[src/rtl/piso_pkg.sv]
// Shared types and defaults for the parallel-in/serial-out reader.
package piso_pkg;

  typedef enum logic [1:0] {IDLE, SHIFT, DONE} piso_state_t;

  localparam int unsigned DEF_WIDTH = 8;

endpackage

[src/rtl/bit_cnt.sv]
// Loadable down-counter with a zero flag; holds at zero rather than wrapping.
module bit_cnt #(
  parameter int unsigned CW = 3
) (
  input  logic          clk,
  input  logic          CLRN,
  input  logic          load,
  input  logic [CW-1:0] load_val,
  input  logic          dec,
  output logic [CW-1:0] cnt,
  output logic          zero
);

  always_ff @(posedge clk or negedge CLRN) begin
    if (!CLRN) begin
      cnt <= '0;
    end else if (load) begin
      cnt <= load_val;
    end else if (dec && (cnt != '0)) begin
      cnt <= cnt - 1'b1;
    end
  end

  assign zero = (cnt == '0);

endmodule

[src/rtl/piso_reader8.sv]
// Streams an accepted parallel word out one bit per clock, then pulses done.
module piso_reader8
  import piso_pkg::*;
#(
  parameter int unsigned WIDTH     = DEF_WIDTH,
  parameter bit          MSB_FIRST = 1'b1
) (
  input  logic             clk,
  input  logic             CLRN,
  input  logic [WIDTH-1:0] D,
  input  logic             vld,
  output logic             rdy,
  output logic             sout,
  output logic             sout_vld,
  output logic             done
);

  localparam int unsigned CW = $clog2(WIDTH);

  piso_state_t      state;
  logic [WIDTH-1:0] shreg;
  logic [WIDTH-1:0] shreg_shifted;
  logic             head_of_d;
  logic             head_of_shifted;
  logic             accept;
  logic [CW-1:0]    cnt;
  logic             cnt_zero;
  logic             unused_cnt;

  assign rdy    = (state == IDLE);
  assign accept = rdy && vld;

  // Head bit is the one presented on sout; shifting moves the next bit into it.
  always_comb begin
    shreg_shifted   = '0;
    head_of_d       = 1'b0;
    head_of_shifted = 1'b0;
    if (MSB_FIRST) begin
      shreg_shifted   = {shreg[WIDTH-2:0], 1'b0};
      head_of_d       = D[WIDTH-1];
      head_of_shifted = shreg_shifted[WIDTH-1];
    end else begin
      shreg_shifted   = {1'b0, shreg[WIDTH-1:1]};
      head_of_d       = D[0];
      head_of_shifted = shreg_shifted[0];
    end
  end

  bit_cnt #(
    .CW(CW)
  ) u_bit_cnt (
    .clk     (clk),
    .CLRN    (CLRN),
    .load    (accept),
    .load_val(CW'(WIDTH - 1)),
    .dec     (state == SHIFT),
    .cnt     (cnt),
    .zero    (cnt_zero)
  );

  assign unused_cnt = ^cnt;

  always_ff @(posedge clk or negedge CLRN) begin
    if (!CLRN) begin
      state    <= IDLE;
      shreg    <= '0;
      sout     <= 1'b0;
      sout_vld <= 1'b0;
      done     <= 1'b0;
    end else begin
      unique case (state)
        IDLE: begin
          done <= 1'b0;
          if (accept) begin
            state    <= SHIFT;
            shreg    <= D;
            sout     <= head_of_d;
            sout_vld <= 1'b1;
          end else begin
            sout     <= 1'b0;
            sout_vld <= 1'b0;
          end
        end
        SHIFT: begin
          shreg <= shreg_shifted;
          if (cnt_zero) begin
            state    <= DONE;
            sout     <= 1'b0;
            sout_vld <= 1'b0;
            done     <= 1'b1;
          end else begin
            sout     <= head_of_shifted;
            sout_vld <= 1'b1;
          end
        end
        DONE: begin
          state    <= IDLE;
          sout     <= 1'b0;
          sout_vld <= 1'b0;
          done     <= 1'b0;
        end
        default: begin
          state    <= IDLE;
          sout     <= 1'b0;
          sout_vld <= 1'b0;
          done     <= 1'b0;
        end
      endcase
    end
  end

endmodule

[config.mk]
export PLATFORM = sky130hd
export DESIGN_NAME = piso_reader8
export DESIGN_NICKNAME = d
export VERILOG_FILES = /design/src/rtl/piso_pkg.sv /design/src/rtl/bit_cnt.sv /design/src/rtl/piso_reader8.sv
export SDC_FILE = /design/constraint.sdc
export NUM_CORES = 1
export LEC_CHECK = 0
export CORE_MARGIN = 2
export CORE_UTILIZATION = 49
export CTS_CLUSTER_SIZE = 40
export DETAILED_ROUTE_END_ITERATION = 8
export HOLD_SLACK_MARGIN = 0.06
export PLACE_DENSITY = 0.83
export SETUP_SLACK_MARGIN = 0.3
export SLEW_MARGIN = 10
export SYNTH_ARGS = -nofsm -noshare
export SYNTH_HDL_FRONTEND = slang
export SYNTH_SLANG_ARGS = --single-unit
[constraint.sdc]
create_clock -name clk -period 1.8 [get_ports clk]
set_input_delay 0.27 -clock clk [delete_from_list [all_inputs] [get_ports clk]]
set_output_delay 0.27 -clock clk [all_outputs]
set_load 0.05 [all_outputs]
==> run metrics <==
critical-path cell list inv_1 > ha_1 > ha_4 > and4bb_2 > a221oi_1; clk_lat worst skew 0.29 ns; Worst setup EP type flop; Hold Buf Count CTS 0; Power Density 1626 mW/mm^2; #FFs+latches synth 15; CTS Sinks 15; hpwl dp 1.067 mm; Slowest-stage cell, CP dfrtp_1; clock root cell clkbuf_4; Routed WL 1.571 mm; Crit path required time 1.98 ns; CTS clk-pin slew, worst paths 0.08 ns; Async SR Flop Fraction 1.000; Die Y 43.82 um; total core area 0.001489 mm^2; Final TNS setup 0 ns; Synth Net Count 83; Syn-to-layout area delta 27.70%; Netlist cell types 20; crit path kind flop to flop; Post-synth EDFFs 0; worst-margin pin slew 0.4895 ns; max_cap viols 0; number of buffers created by CTS 3; per-cell routed wire length 15.25 um; Leakage 0.4263 nW; post-layout min period 1.472 ns; Min-Delay Path Class input pin to async pin; cell area after placement 938.4 um^2; I/O pins 15; CP max stage delay 0.41 ns; Total Die Area 0.001920 mm^2; Remaining Overflow, GRT 0; number of remaining DRC errors 0; period utilization 0.8177; Max-slew headroom 0.6749; Seq/Total Area, Yosys 0.4831; crit path DAT 1.65 ns; fraction of layout cells with a size suffix above 1 0.1724; CTS H-tree lvls 1; Primary FF master, synth dfrtp_1; Synth Cell Area 777.0 um^2; largest net degree at the start of global routing 23; Ys Warns 0; row count 14; Max Fclk 679.4 MHz; first-pass GRT wire length 2.511 mm; Peak VDD IR 0.0008276 V; run status finished, final reports clean; via count 606; first drt pass iteration count 4; RSZ-0062 raised after global routing yes; Critical Path Start Type flop; ANT nets after route 0; post-synthesis area per instance 11.10 um^2; Die W 43.82 um; fin area 992.2 um^2; RePlAce Congestion 0.7588; total track usage 0.1826; most common cell after layout, fill and taps aside dfrtp_1; # setup viols final 0; Port Buffers 14; Final Net Count 101; number of diodes 0; Longest Clk Path Bufs 2; CP delay by family, top adder cells; Final Hold Viols 0; DRC marker count from the first detailed-route iteration 13; most frequent cells in the layout dfrtp_1, inv_1, clkdlybuf4s50_1; cell count after synthesis 70; drt via density 5.883; CTS tree done; initial core utilization 0.5218; Buf+Inv Stages, Crit Path 1; fin. max-slew vios 0; clk_skew 0.002256 ns; vias in the first global route 554; Crit Path Max Fanout 3; antenna violations before repair 0
## path summary, 6_finish.rpt
kind	start	end	slack [ns]	depth (start not counted)
worst max-delay path	u_bit_cnt.cnt[0]$_DFFE_PN0P_	u_bit_cnt.cnt[2]$_DFFE_PN0P_	0.33	5
worst min-delay path	CLRN	u_bit_cnt.cnt[1]$_DFFE_PN0P_	0.28	2
worst max register to register	u_bit_cnt.cnt[0]$_DFFE_PN0P_	u_bit_cnt.cnt[2]$_DFFE_PN0P_	0.33	5
worst min register to register	done$_DFFE_PN0P_	done$_DFFE_PN0P_	0.48	1
max in group asynchronous	CLRN	state[0]$_DFFE_PN0P_	1.33	2
min in group clk	done$_DFFE_PN0P_	done$_DFFE_PN0P_	0.48	1
## sequential cells by signal, indices dropped and copies added, names as in the netlist
register	count
done	1
shreg	7
sout	1
sout_vld	1
state	2
u_bit_cnt.cnt	3
## through the flow
step,power (mW),setup slack (ns),instances,utilization,hold WS [ns]
floorplan,1.165,0.4468,70,-,-0.02559
global placement,1.367,0.2884,98,0.6303,0.4621
detailed placement,1.396,0.1968,98,0.6303,0.4736
CTS,1.576,0.3187,102,0.6479,0.2835
global route,1.740,0.2614,103,0.6664,0.2862
finish,1.614,0.3281,103,0.6664,0.2828
## per-layer routing
metal,share of wire,global-route usage,up-vias
met4,0.023,0.1091,0
met2,0.46,0.2559,21
met5,0,0,-
li1,-,-,288
met1,0.46,0.2649,290
met3,0.054,0.02917,7
## worst reg2reg max path: cells and delay by family (launching register included)
| kind | cells | cell delay, ns |
|---|---|---|
| flops | 1 | 0.41 |
| simple gates | 1 | 0.22 |
| buf+inv | 1 | 0.08 |
| fa+ha+maj | 2 | 0.41 |
| compound gates | 1 | 0.25 |
## synthesized netlist by cell type, types with 2 or more instances
cell type,count,area share
nor2b_1,5,0.040
nor3b_1,5,0.048
inv_1,10,0.048
a211oi_1,5,0.048
and2b_1,2,0.019
nor2_1,2,0.0097
buf_2,3,0.019
o21a_1,3,0.029
and4bb_2,2,0.032
a221oi_1,2,0.023
a222oi_1,2,0.026
dfrtp_1,15,0.48
ha_1,2,0.032
nand3b_1,2,0.019
nor4b_1,5,0.056
## power by group
| group | internal, mW | leakage, nW | switching, mW |
|---|---|---|---|
| sequential | 0.498 | 0.174 | 0.114 |
| combinational | 0.366 | 0.237 | 0.443 |
| clock | 0.0863 | 0.0150 | 0.107 |
| total | 0.950 | 0.426 | 0.664 |
## what timing repair did
action                     4_1_cts  5_1_grt
cloned                           0        0
setup buffers                    0        1
setup endpoints to repair        6        5
pin swaps                        0        1
resized for setup                5        4
hold endpoints to repair         0        0
## kinds of logic (layout without fill, tap and decap cells)
family                   Yosys count  count (layout)  share of synthesized area
flip-flops                        15              15                     0.4831
adder cells (fa/ha/maj)            2               2                    0.03220
buffers and inverters             14              31                    0.08212
AO/OA/AOI/OAI                     15              15                     0.1691
AND/OR/NAND/NOR                   24              24                     0.2335
## final cells by class
cell class | count | area (um^2)
repair buffers | 17 | 168.9
fillers | 101 | 496.7
multi-input cells | 41 | 359.1
well taps | 16 | 20.02
clock buffers | 4 | 26.28
inverters | 10 | 37.54
flip-flops and latches | 15 | 380.4
Note: power is estimated with default switching activity, not from simulation.
